===== config.mk =====
export PLATFORM = sky130hd
export DESIGN_NAME = dfr_phase_sequencer
export DESIGN_NICKNAME = d
export VERILOG_FILES = /design/src/rtl/dfr_phase_sequencer.sv
export SDC_FILE = /design/constraint.sdc
export NUM_CORES = 1
export LEC_CHECK = 0
export CORE_MARGIN = 2
export CORE_UTILIZATION = 49
export DETAILED_ROUTE_END_ITERATION = 10
export PLACE_DENSITY = 0.84
export SLEW_MARGIN = 20
export SYNTH_ARGS = -nofsm -noshare
export SYNTH_HDL_FRONTEND = slang
export SYNTH_SLANG_ARGS = --single-unit

===== constraint.sdc =====
create_clock -name clk -period 4.78 [get_ports clk]
set_input_delay 0.956 -clock clk [delete_from_list [all_inputs] [get_ports clk]]
set_output_delay 0.956 -clock clk [all_outputs]
set_load 0.05 [all_outputs]

===== src/rtl/dfr_phase_sequencer.sv =====
// Reservoir run sequencer: INIT / TRAIN / TEST phases, sample fetch and per-sample step handshakes.
// Optional ack watchdog is built when DFR_SEQ_TIMEOUT_EN is defined; otherwise error is tied low.
module dfr_phase_sequencer #(
  parameter int unsigned CNT_W          = 32,
  parameter int unsigned TIMEOUT_CYCLES = 1024
) (
  input  logic             clk,
  input  logic             rst,
  input  logic             start,
  input  logic [CNT_W-1:0] num_init_samples,
  input  logic [CNT_W-1:0] num_train_samples,
  input  logic [CNT_W-1:0] num_test_samples,
  input  logic [CNT_W-1:0] num_steps_per_sample,
  output logic             sample_req,
  input  logic             sample_ack,
  output logic [CNT_W-1:0] sample_idx,
  output logic             step_req,
  input  logic             step_ack,
  output logic [CNT_W-1:0] step_idx,
  output logic [1:0]       phase,
  output logic             busy,
  output logic             done,
  output logic             error
);

  typedef enum logic [2:0] {S_IDLE, S_SETUP, S_FETCH, S_STEP, S_DONE} state_t;

  localparam logic [1:0] PH_INIT = 2'd0;
  localparam logic [1:0] PH_TEST = 2'd2;
  localparam logic [1:0] PH_IDLE = 2'd3;

  state_t           state_q, state_d;
  logic [1:0]       phase_q, phase_d;
  logic [CNT_W-1:0] sample_idx_q, sample_idx_d;
  logic [CNT_W-1:0] step_idx_q, step_idx_d;
  logic [CNT_W-1:0] sh_init_q, sh_train_q, sh_test_q, sh_steps_q;
  logic [CNT_W-1:0] cur_samples;
  logic             load_cfg;
  logic             end_of_sample;
  logic             timeout_hit;

  // Shadowed sample count of the phase currently being run
  always_comb begin
    cur_samples = sh_test_q;
    unique case (phase_q)
      2'd0:    cur_samples = sh_init_q;
      2'd1:    cur_samples = sh_train_q;
      default: cur_samples = sh_test_q;
    endcase
  end

  always_ff @(posedge clk) begin
    if (rst) begin
      state_q      <= S_IDLE;
      phase_q      <= PH_IDLE;
      sample_idx_q <= '0;
      step_idx_q   <= '0;
      sh_init_q    <= '0;
      sh_train_q   <= '0;
      sh_test_q    <= '0;
      sh_steps_q   <= '0;
    end else begin
      state_q      <= state_d;
      phase_q      <= phase_d;
      sample_idx_q <= sample_idx_d;
      step_idx_q   <= step_idx_d;
      if (load_cfg) begin
        sh_init_q  <= num_init_samples;
        sh_train_q <= num_train_samples;
        sh_test_q  <= num_test_samples;
        sh_steps_q <= num_steps_per_sample;
      end
    end
  end

  // Next state; compares against count-1 only happen once the count is known nonzero
  always_comb begin
    state_d       = state_q;
    phase_d       = phase_q;
    sample_idx_d  = sample_idx_q;
    step_idx_d    = step_idx_q;
    load_cfg      = 1'b0;
    end_of_sample = 1'b0;
    unique case (state_q)
      S_IDLE: begin
        if (start) begin
          load_cfg = 1'b1;
          phase_d  = PH_INIT;
          state_d  = S_SETUP;
        end
      end
      S_SETUP: begin
        if (cur_samples == '0) begin
          if (phase_q == PH_TEST) state_d = S_DONE;
          else                    phase_d = phase_q + 2'd1;
        end else begin
          sample_idx_d = '0;
          state_d      = S_FETCH;
        end
      end
      S_FETCH: begin
        if (sample_ack) begin
          step_idx_d = '0;
          if (sh_steps_q != '0) state_d = S_STEP;
          else                  end_of_sample = 1'b1;
        end
      end
      S_STEP: begin
        if (step_ack) begin
          if (step_idx_q == sh_steps_q - CNT_W'(1)) end_of_sample = 1'b1;
          else                                      step_idx_d = step_idx_q + CNT_W'(1);
        end
      end
      S_DONE: begin
        state_d = S_IDLE;
        phase_d = PH_IDLE;
      end
      default: state_d = S_IDLE;
    endcase
    if (end_of_sample) begin
      if (sample_idx_q != cur_samples - CNT_W'(1)) begin
        sample_idx_d = sample_idx_q + CNT_W'(1);
        state_d      = S_FETCH;
      end else if (phase_q == PH_TEST) begin
        state_d = S_DONE;
      end else begin
        phase_d = phase_q + 2'd1;
        state_d = S_SETUP;
      end
    end
    if (timeout_hit) state_d = S_DONE;
  end

  // State-decoded handshake and status outputs
  always_comb begin
    sample_req = 1'b0;
    step_req   = 1'b0;
    done       = 1'b0;
    busy       = (state_q != S_IDLE);
    unique case (state_q)
      S_FETCH: sample_req = 1'b1;
      S_STEP:  step_req   = 1'b1;
      S_DONE:  done       = 1'b1;
      default: ;
    endcase
  end

  assign phase      = phase_q;
  assign sample_idx = sample_idx_q;
  assign step_idx   = step_idx_q;

`ifdef DFR_SEQ_TIMEOUT_EN
  localparam int unsigned TO_W = $clog2(TIMEOUT_CYCLES + 1);

  logic [TO_W-1:0] to_cnt_q;
  logic            error_q;
  logic            waiting;

  assign waiting     = (sample_req && !sample_ack) || (step_req && !step_ack);
  assign timeout_hit = waiting && (to_cnt_q == TO_W'(TIMEOUT_CYCLES - 1));
  assign error       = error_q;

  // Watchdog: counts unacknowledged req cycles, cleared by every handshake
  always_ff @(posedge clk) begin
    if (rst) begin
      to_cnt_q <= '0;
      error_q  <= 1'b0;
    end else begin
      if (waiting && !timeout_hit) to_cnt_q <= to_cnt_q + TO_W'(1);
      else                         to_cnt_q <= '0;
      if (timeout_hit) error_q <= 1'b1;
    end
  end
`else
  logic unused_timeout_cfg;

  assign unused_timeout_cfg = (TIMEOUT_CYCLES != 0);
  assign timeout_hit        = 1'b0;
  assign error              = 1'b0;
`endif

endmodule


=== Word level (Yosys, flattened, before mapping) ===
Cells that the tools add are included.

* Register bits: 197
* Input port bits: 133
* Output and inout port bits: 71
* Word-level logic and storage cells: 72

* Add/subtract/negate cells: 5
* Equality and inequality tests: 16
* Mux-type cells: 35
* Reduce and logical (&&, ||, !) cells: 8

{| class="wikitable"
|+ Operators with widths
! cell !! count
|-
| $mux 32 || 7
|-
| $pmux 32 s2 || 2
|-
| $add 32x1->32 const B || 2
|-
| $sub 32x1->32 const B || 2
|-
| $eq 32x32->1 || 1
|-
| $logic_not 32->1 || 1
|-
| $ne 32x32->1 || 1
|-
| $reduce_bool 32->1 || 1
|-
| $mux 3 || 8
|-
| $mux 2 || 6
|-
| $pmux 3 s4 || 1
|-
| $mux 1 || 9
|-
| $ne 3x3->1 const B || 3
|-
| $ne 2x2->1 const B || 4
|-
| $eq 3x2->1 const B || 2
|-
| $pmux 2 s3 || 1
|-
| $reduce_and 5->1 || 1
|-
| $ne 4x4->1 const B || 1
|-
| $reduce_and 4->1 || 1
|-
| $eq 3x1->1 const B || 1
|-
| $eq 3x3->1 const B || 1
|-
| $logic_not 3->1 || 1
|-
| $reduce_bool 3->1 || 1
|-
| $add 2x1->2 const B || 1
|-
| other kinds (5) || 5
|}

=== Logic depth before layout (Yosys ltp) ===
Gate-level depths: netlist of the first run.

* Depth in word-level cells: 8
* Gate-level depth with buffers: 21
* Mapped depth without buffers: 16

=== Worst setup path after synthesis of the first run ===
Ideal clock, no wire load.

* Path type: reg2reg
* Start point: register phase_q[0], in the netlist phase[0]
* End point: register sample_idx_q[29], in the netlist sample_idx[29]
* Setup time: 0.122 ns
* Arrival time: 4.788 ns
* Data required time: 4.658 ns
* Slack: -0.130 ns
* Stages on the path, launching flop included: 20
* Buffers on the path: 4
* Clock period less this slack: 4.910 ns
* Cell sequence: dfxtp_1 -> inv_1 -> ha_1 -> buf_6 -> buf_2 -> a22o_1 -> a21oi_1 -> ha_1 -> buf_1 -> inv_1 -> a211oi_1 -> nand3_1 -> nor4_2 -> nand4_1 -> a211oi_1 -> o211ai_1 -> nor4_4 -> a311oi_4 -> buf_6 -> a221o_1

* Cells in the longest elaborated chain, start to end: 7
* Elaborated cells on any way between the ends: 10
* Those cells by class: add/sub (1); eq/ne (2); mux (5); reduce/logical (2)

{| class="wikitable"
|+ Ends and longest elaborated chain
! element !! line !! text
|-
| start, declared || 33 || <nowiki>logic [1:0] phase_q, phase_d;</nowiki>
|-
| start signal, assigned || 64 || <nowiki>phase_q <= phase_d;</nowiki>
|-
| $eq 2x1->1 or $logic_not 2->1 (tied branches) || 45 || <nowiki>unique case (phase_q)</nowiki>
|-
| $pmux 32 s2 * || 45 ||
|-
| parallel branches: the longest is 4 deep, another holds $sub 32x1->32 || n/a ||
|-
| $mux 32 * || 120 || <nowiki>if (end_of_sample) begin</nowiki>
|-
| end signal, assigned || 65 || <nowiki>sample_idx_q <= sample_idx_d;</nowiki>
|-
| end, declared || 34 || <nowiki>logic [CNT_W-1:0] sample_idx_q, sample_idx_d;</nowiki>
|}

Every way passes the cells marked *.
A chain may end at the register's enable or synchronous reset.

=== Worst setup path after layout of the first run ===
* Start point: register phase_q[0], in the netlist phase[0]
* End point: register sample_idx_q[16], in the netlist sample_idx[16]

Same word-level chain as after synthesis.

==> results of run 1 <==
power groups by stage:
stage                     Sequential, mW  Combinational [mW]  Clock (mW)
after floorplan                     1.88                1.31           0
after global placement              1.92                1.83           0
after detailed placement            1.92                1.85           0
after CTS                           1.88                1.86        1.58
after global routing                1.91                2.10        1.65
final                               1.89                1.94        1.57
logic make-up after synthesis:
group	count (synthesis)	share of synthesized area
multiplexers	6	0.00552
XOR/XNOR	98	0.0743
flip-flops	197	0.341
AO/OA/AOI/OAI	383	0.220
AND/OR/NAND/NOR	704	0.302
other	1	0.000325
buffers and inverters	133	0.0485
adder cells (fa/ha/maj)	8	0.00866
metrics by stage:
step | worst slack (ns) | std cells | power (mW) | utilization | cell area [um^2]
after floorplan | 0.0161 | 1530 | 3.19 | - | 11600
after global placement | 0.210 | 1979 | 3.75 | 0.593 | 13800
after detailed placement | 0.00181 | 1979 | 3.77 | 0.593 | 13800
after CTS | 0.0854 | 2011 | 5.33 | 0.620 | 14500
after global routing | 0.0384 | 2022 | 5.66 | 0.625 | 14600
final | 0.305 | 2022 | 5.40 | 0.625 | 14600
final cells by class:
type | count | area [um^2]
Fill cell | 2039 | 8760
Multi-Input combinational cell | 1201 | 7110
Sequential cell | 197 | 3950
Timing Repair Buffer | 244 | 2370
Clock buffer | 17 | 425
Tap cell | 319 | 399
Clock inverter | 15 | 220
Inverter | 28 | 105
Antenna cell | 1 | 2.50
synthesized netlist by cell type, drive strengths merged, types with 11 or more instances:
master / n / area share
nand2: 311 / 0.10
dfxtp: 197 / 0.34
a21oi: 184 / 0.081
nor2: 81 / 0.027
clkbuf: 76 / 0.025
xnor2: 73 / 0.055
nor3: 51 / 0.022
nand3: 46 / 0.020
a22o: 40 / 0.030
or3: 35 / 0.019
buf: 29 / 0.015
nand4: 29 / 0.016
nor4: 29 / 0.019
inv: 28 / 0.0091
o21ai: 28 / 0.013
xor2: 25 / 0.019
a21o: 24 / 0.016
and3: 21 / 0.011
a211oi: 19 / 0.012
and2: 15 / 0.0081
or4: 14 / 0.0094
nand3b: 12 / 0.0078
or2: 12 / 0.0065
o211ai: 11 / 0.0076
sequential cells by signal (all words and copies together) (netlist names):
register and flops:
sh_test_q 32, step_idx 32, state_q 3, sh_train_q 32
sh_init_q 32, sh_steps_q 32, phase 2, sample_idx 32
per-layer routing:
| metal | wire, um | vias up | GRT usage | share of wire |
|---|---|---|---|---|
| li1 | - | 5763 | - | - |
| met1 | 17300 | 5580 | 0.434 | 0.48 |
| met2 | 15500 | 523 | 0.417 | 0.42 |
| met3 | 2640 | 60 | 0.0427 | 0.073 |
| met4 | 973 | 0 | 0.0974 | 0.027 |
| met5 | 0 | - | 0 | 0 |
worst max path at each step:
stage / start / endpoint / slack (ns)
2_1_floorplan: phase[1] / sample_idx[29] / 0.02
3_3_place_gp: phase[0] / sample_idx[0] / 0.21
3_5_place_dp: phase[0] / sample_idx[9] / 0.002
4_1_cts: phase[0] / sample_idx[9] / 0.09
5_1_grt: phase[0] / sample_idx[16] / 0.04
6_report: phase[0] / sample_idx[16] / 0.31
worst register-to-register path, stage by stage (launching register included):
cell and delay [ns]:
dfxtp_2 0.34, inv_1 0.13, ha_1 0.21, buf_12 0.20
nor2_2 0.08, buf_4 0.24, a21oi_1 0.33, nand3_1 0.15
or3_1 0.57, or4_1 0.58, o211ai_1 0.15, o22ai_1 0.18
nor4_4 0.41, a31oi_2 0.25, nor2b_4 0.27, buf_12 0.19
a22o_1 0.15
timing repair:
action / 4_1_cts / 5_1_grt
endpoints found under the hold margin: 0 / 0
gates resized for setup: 1 / 4
cloned: 0 / 1
endpoints found under the setup margin: 4 / 32
setup buffers: 0 / 9
pin swaps: 0 / 3
==> metrics.cfg, run 1 <==
[sta]
rsz0062_at_grt=false
skew_ns=0.0154
timing_hold_violations_final=0
worst_slew_pin_slew_ns=0.956
period_share=0.936
drv_slew=0
setup_viol=0
slew_headroom=0.357
period_needed_ns=4.47
setup-tns-final_ns=0
holdWs_ns=0.457
clock.fmax_ghz=0.223

[critical_path]
r2r_cells=16
crit_cells=16
r2r-start=phase[0]
slowest_delay_ns=0.58
crit_type=reg -> reg
worstPathRequired_ns=5.16
cp-start-kind=flip-flop
cp_max_fo=37
critPathBufInv=4
slowest_stage=or4_1
end_kind=flip-flop
crit_chain=inv_1 > ha_1 > buf_12 > nor2_2 > buf_4 > a21oi_1 > nand3_1 > or3_1 > or4_1 > o211ai_1 > o22ai_1 > nor4_4 > a31oi_2 > nor2b_4 > buf_12 > a22o_1
r2r_end=sample_idx[16]
crit_family=simple AND/OR/NAND/NOR gates
crit_arrival_ns=4.86
path_common_cell=buf_12
regToRegSetupSlack_ns=0.31

[cells_and_area]
final_cell_mix=310 x nand2_1, 201 x clkdlybuf4s50_1, 196 x dfxtp_1, 179 x a21oi_1, 80 x nor2_1
layout-drive-gt1-share=0.0770
final_common_cell=nand2_1
nNetsFinal=1830
areaGrowthSynthToFinish_pct=26.1

[power_and_ir_drop]
seq_power_share=0.350
power_leakage_nw=5.33
netSwitchingFraction=0.389
internal_power_mw=3.30
power_frac_comb=0.359
p_per_area_nw_per_um2=370
p_sw_mw=2.10
vdd_drop_max_v=0.000264
pwr-share-clk=0.290

[route]
wl_per_cell_um=18.0
postRouteAntennaNets=0
first_pass_iters=5
drtIter0Drc=1249
drc=0
via_per_inst=5.90
wl_um=36400
via_count=11926

[cts]
path_clk_slew_ns=0.09
cts_sinks=197
cts_made_buffers=17
root_buffer=clkbuf_16
tritoncts=done
hold_buffers=0
clock_latency_ns=0.45
htreeDepth=4
clockBufferDepth=2

[die]
chipWidth_um=158
die_h_um=158
dieArea_um2=24800
ios=204
core.rowCount=56
initial_utilization=0.495
core_um2=23300

[grt]
grt_pass1_vias=10613
grt_antenna_before_repair=1
grt_start_max_net_pins=66
grt_usage=0.288
grt_pass1_wl_um=56700
gr-total-overflow=0

[hold_path]
min_path_type=reg -> reg
worstHoldStart=sh_test_q[7]
hold_end=sh_test_q[7]
holdPathStages=2

[logic_synthesis]
ys_seq_area_frac=0.341
synth_cells=1530
ys_seq_elements=197
syn-cell-area_um2=11600
ys.warnings.count=0
synth_cell_type_count=86
syn-num-nets=1671
synth-edff-count=0
synth.avg_cell_area_um2=7.55
ys_async_sr_fraction=0
synth-main-ff-cell=dfxtp_1

[run]
max_cap_violations=0

[placed_design]
port_buffers=202
gp_congestion=0.988
hpwlAfterDp_um=27400

[outcome]
status=completed

(Power assumes the default switching activity.)
==> run 2: changes to the inputs <==
--- a/config.mk
+++ b/config.mk
@@ -8,5 +8,6 @@
 export CORE_MARGIN = 2
-export CORE_UTILIZATION = 49
+export CORE_UTILIZATION = 50
+export CTS_BUF_LIST = sky130_fd_sc_hd__clkbuf_8
 export DETAILED_ROUTE_END_ITERATION = 10
-export PLACE_DENSITY = 0.84
+export PLACE_DENSITY = 0.85
 export SLEW_MARGIN = 20
--- a/constraint.sdc
+++ b/constraint.sdc
@@ -3,2 +3,2 @@
 set_output_delay 0.956 -clock clk [all_outputs]
-set_load 0.05 [all_outputs]
+set_load 0.02 [all_outputs]
==> metrics.cfg, run 2 (synthesis gave the netlist of run 1 again) <==
[power_and_ir_drop]
vdd_drop_max_v=0.000217
power.total_mw=4.94
p_per_area_nw_per_um2=346
power_leakage_nw=5.22

[route]
via_count=11906
wl_um=36100
drtIter0Drc=1258
first_pass_iters=5
drc=0
wl_per_cell_um=18.2
postRouteAntennaNets=0
via_per_inst=6.00

[die]
core_um2=22600
ios=204
core.rowCount=55
die_h_um=156
dieArea_um2=24300
initial_utilization=0.510
chipWidth_um=156

[cells_and_area]
final_cell_mix=310 x nand2_1, 201 x clkdlybuf4s50_1, 197 x dfxtp_1, 180 x a21oi_1, 80 x nor2_1
fin_util=0.630
nNetsFinal=1826
fin_cells=1984
final_common_cell=nand2_1
final_cell_area_um2=14300
layout-drive-gt1-share=0.0718
areaGrowthSynthToFinish_pct=23.5

[critical_path]
r2r-start=phase[0]
end_kind=flip-flop
regToRegSetupSlack_ns=0.31
r2r_end=sample_idx[29]
r2r_cells=15
cp-endpoint=sample_idx[29]
crit_arrival_ns=4.85
worstPathRequired_ns=5.15
crit_start=phase[0]
cp_max_fo=38
crit_type=reg -> reg
cp-start-kind=flip-flop

[placed_design]
dp_worst_setup_slack_ns=0.163
placed_cell_area_um2=13800
gp_congestion=0.986
hpwlAfterDp_um=27300
port_buffers=202
place_inst=1949

[run]
max_cap_violations=0

[sta]
setup-tns-final_ns=0
holdWs_ns=0.463
slew_headroom=0.323
worst_slew_pin_slew_ns=1.02
period_needed_ns=4.47
setup_viol=0
drv_slew=0
clock.fmax_ghz=0.224
fin_ws_ns=0.307
period_share=0.936
skew_ns=0.0271
rsz0062_at_grt=false
timing_hold_violations_final=0

[grt]
grt_pass1_wl_um=57000
grt_usage=0.294
gr-total-overflow=0
grt_antenna_before_repair=1
grt_pass1_vias=10805
grt_start_max_net_pins=103

[outcome]
status=completed

[cts]
root_buffer=clkbuf_8
clock_latency_ns=0.50
hold_buffers=0
cts_sinks=197
tritoncts=done
cts_made_buffers=17
htreeDepth=4
path_clk_slew_ns=0.12
clockBufferDepth=2

[hold_path]
min_path_type=reg -> reg

==> run 2: worst min-delay path by stage <==
stage	startpoint	end	slack [ns]	cells after the start
4_1_cts	sh_train_q[28]	sh_train_q[28]	0.46	2
6_report	sh_test_q[22]	sh_test_q[22]	0.46	2
5_1_grt	sh_test_q[2]	sh_test_q[2]	0.48	2
3_5_place_dp	sh_train_q[10]	sh_train_q[10]	0.45	2
2_1_floorplan	sh_test_q[5]	sh_test_q[5]	0.43	2
3_3_place_gp	sh_test_q[5]	sh_test_q[5]	0.44	2
==> run 2: routing by layer <==
| layer | global-route usage | routed length (um) | vias to the layer above |
|---|---|---|---|
| met5 | 0 | 0 | - |
| met1 | 0.443 | 17000 | 5550 |
| met2 | 0.429 | 15300 | 556 |
| met4 | 0.0909 | 947 | 0 |
| li1 | - | - | 5733 |
| met3 | 0.0425 | 2820 | 67 |
==> run 2: what timing repair did <==
action                                 in CTS  in global routing
setup buffers                               0                  2
endpoints found under the hold margin       0                  0
setup endpoints to repair                   0                 11
gates resized for setup                     0                  1
==> run 2: where the power goes <==
group	switching, mW	leakage, nW	total, mW	internal, mW
logic	1.14	3.40	1.88	0.741
registers	0.118	1.61	1.89	1.77
clock network	0.745	0.217	1.17	0.423
total	2.00	5.22	4.94	2.93
==> run 2: area by class of cell <==
class / count / area (um^2)
Clock inverter: 15 / 203
Timing Repair Buffer: 241 / 2360
Sequential cell: 197 / 3940
Inverter: 28 / 105
Antenna cell: 1 / 2.50
Multi-Input combinational cell: 1200 / 7070
Clock buffer: 17 / 234
Fill cell: 1980 / 8370
Tap cell: 285 / 357
==> run 2: critical path: stages, from the launching register on <==
cell,delay [ns]
dfxtp_1,0.35
inv_1,0.13
ha_1,0.22
buf_12,0.21
nor2_2,0.08
buf_12,0.17
a21oi_1,0.27
nand3_1,0.26
or3_1,0.60
or4_1,0.57
o211ai_1,0.14
o22ai_1,0.16
nor4_4,0.41
a311oi_4,0.27
and3_1,0.24
a221o_1,0.26
==> run 3: changes to the inputs <==
Settings changed: CORE_UTILIZATION 50 to 49, CTS_BUF_LIST sky130_fd_sc_hd__clkbuf_8 to sky130_fd_sc_hd__clkbuf_4 sky130_fd_sc_hd__clkbuf_8 sky130_fd_sc_hd__clkbuf_16, PLACE_DENSITY 0.85 to 0.84.
==> metrics.cfg, run 3 (synthesis gave the netlist of run 1 again) <==
[outcome]
status=completed

[power_and_ir_drop]
vdd_drop_max_v=0.000224
pwr-share-clk=0.295
seq_power_share=0.350
power_frac_comb=0.355
netSwitchingFraction=0.394
p_per_area_nw_per_um2=371
internal_power_mw=3.28
power_leakage_nw=5.36
p_sw_mw=2.13

[sta]
holdWs_ns=0.458
rsz0062_at_grt=false
setup-tns-final_ns=0
clock.fmax_ghz=0.223
period_share=0.939
setup_viol=0
drv_slew=0
skew_ns=0.0188
period_needed_ns=4.49
worst_slew_pin_slew_ns=1.10
slew_headroom=0.265
timing_hold_violations_final=0

[cts]
tritoncts=done
root_buffer=clkbuf_16
cts_made_buffers=17
clock_latency_ns=0.46
path_clk_slew_ns=0.09
hold_buffers=0
cts_sinks=197
clockBufferDepth=2
htreeDepth=4

[placed_design]
port_buffers=202
gp_congestion=1.01
hpwlAfterDp_um=27400
place_inst=1985

[critical_path]
slowest_stage=a211oi_1
end_kind=flip-flop
worstPathRequired_ns=5.13
cp-start-kind=flip-flop
r2r_end=sample_idx[26]
r2r-start=phase[0]
cp_max_fo=30
crit_type=reg -> reg
slowest_delay_ns=0.44
crit_chain=inv_1 > ha_1 > buf_4 > a22o_1 > nor2_1 > nand4_1 > buf_4 > nor4_1 > nand4_1 > a211oi_1 > o22ai_1 > nor4_4 > a311oi_4 > buf_2 > a21boi_0 > a21o_1
regToRegSetupSlack_ns=0.29
critPathBufInv=4
crit_arrival_ns=4.84
crit_family=simple AND/OR/NAND/NOR gates
r2r_cells=16

[grt]
grt_pass1_wl_um=57800
grt_antenna_before_repair=1
grt_start_max_net_pins=103
gr-total-overflow=0
grt_pass1_vias=10878
grt_usage=0.293

[route]
wl_um=37000
postRouteAntennaNets=0
wl_per_cell_um=18.3
via_count=12185
via_per_inst=6.02
first_pass_iters=6
drc=0
drtIter0Drc=1436

[die]
ios=204
core.rowCount=56
initial_utilization=0.495
chipWidth_um=158
dieArea_um2=24800
core_um2=23300
die_h_um=158

[hold_path]
holdPathStages=2
worstHoldStart=sh_init_q[25]
hold_end=sh_init_q[25]
min_path_type=reg -> reg

[cells_and_area]
fin_cells=2025
final_cell_mix=310 x nand2_1, 201 x clkdlybuf4s50_1, 197 x dfxtp_1, 180 x a21oi_1, 80 x nor2_1
nNetsFinal=1833
areaGrowthSynthToFinish_pct=26.2
final_common_cell=nand2_1
layout-drive-gt1-share=0.0768

[run]
max_cap_violations=0

## run 3: cell type report
| type | instances | area (um^2) |
|---|---|---|
| clock buffer | 17 | 425 |
| sequential | 197 | 3940 |
| inverter | 28 | 105 |
| fill | 2031 | 8750 |
| timing repair buffer | 248 | 2390 |
| tap | 319 | 399 |
| antenna | 1 | 2.50 |
| clock inverter | 15 | 241 |
| multi-input combinational | 1200 | 7080 |
## run 3: layer usage
layer / global-route usage / vias up / wire (um)
li1: - / 5761 / -
met1: 0.438 / 5718 / 16900
met2: 0.429 / 625 / 15900
met3: 0.0391 / 81 / 3090
met4: 0.106 / 0 / 1050
met5: 0 / - / 0
## run 3: worst max-delay path by stage
stage | start | to | slack, ns | depth (start not counted)
after floorplan | phase[0] | sample_idx[29] | 0.13 | 19
after global placement | phase[0] | sample_idx[14] | 0.27 | 17
after detailed placement | phase[0] | sample_idx[14] | 0.10 | 17
after CTS | phase[0] | sample_idx[14] | 0.1 | 17
after global routing | phase[0] | sample_idx[28] | 0.04 | 18
final | phase[0] | sample_idx[26] | 0.29 | 16
## run 3: repair_timing
action,CTS,global route
setup endpoints to repair,0,32
resized for setup,0,3
buffers inserted,0,7
## run 3: worst reg2reg max path, cell delays in order (launching register included)
cell and delay [ns]:
dfxtp_1 0.36, inv_1 0.10, ha_1 0.25, buf_4 0.25, a22o_1 0.31, nor2_1 0.29, nand4_1 0.24, buf_4 0.25
nor4_1 0.38, nand4_1 0.16, a211oi_1 0.44, o22ai_1 0.19, nor4_4 0.42, a311oi_4 0.23, buf_2 0.24, a21boi_0 0.14
a21o_1 0.16
## run 3: power groups by stage
stage	Clock, mW	Sequential [mW]	Combinational (mW)
floorplan	0	1.87	1.29
global placement	0	1.92	1.81
detailed placement	0	1.92	1.83
CTS	1.61	1.89	1.84
global route	1.67	1.91	2.08
finish	1.60	1.89	1.92
## run 3: stage by stage
stage	util	area, um^2	total power [mW]	setup slack [ns]
CTS	0.622	14500	5.34	0.0976
floorplan	-	11600	3.16	0.126
global route	0.625	14600	5.66	0.0397
detailed placement	0.593	13800	3.75	0.104
finish	0.625	14600	5.41	0.292
global placement	0.593	13800	3.73	0.267
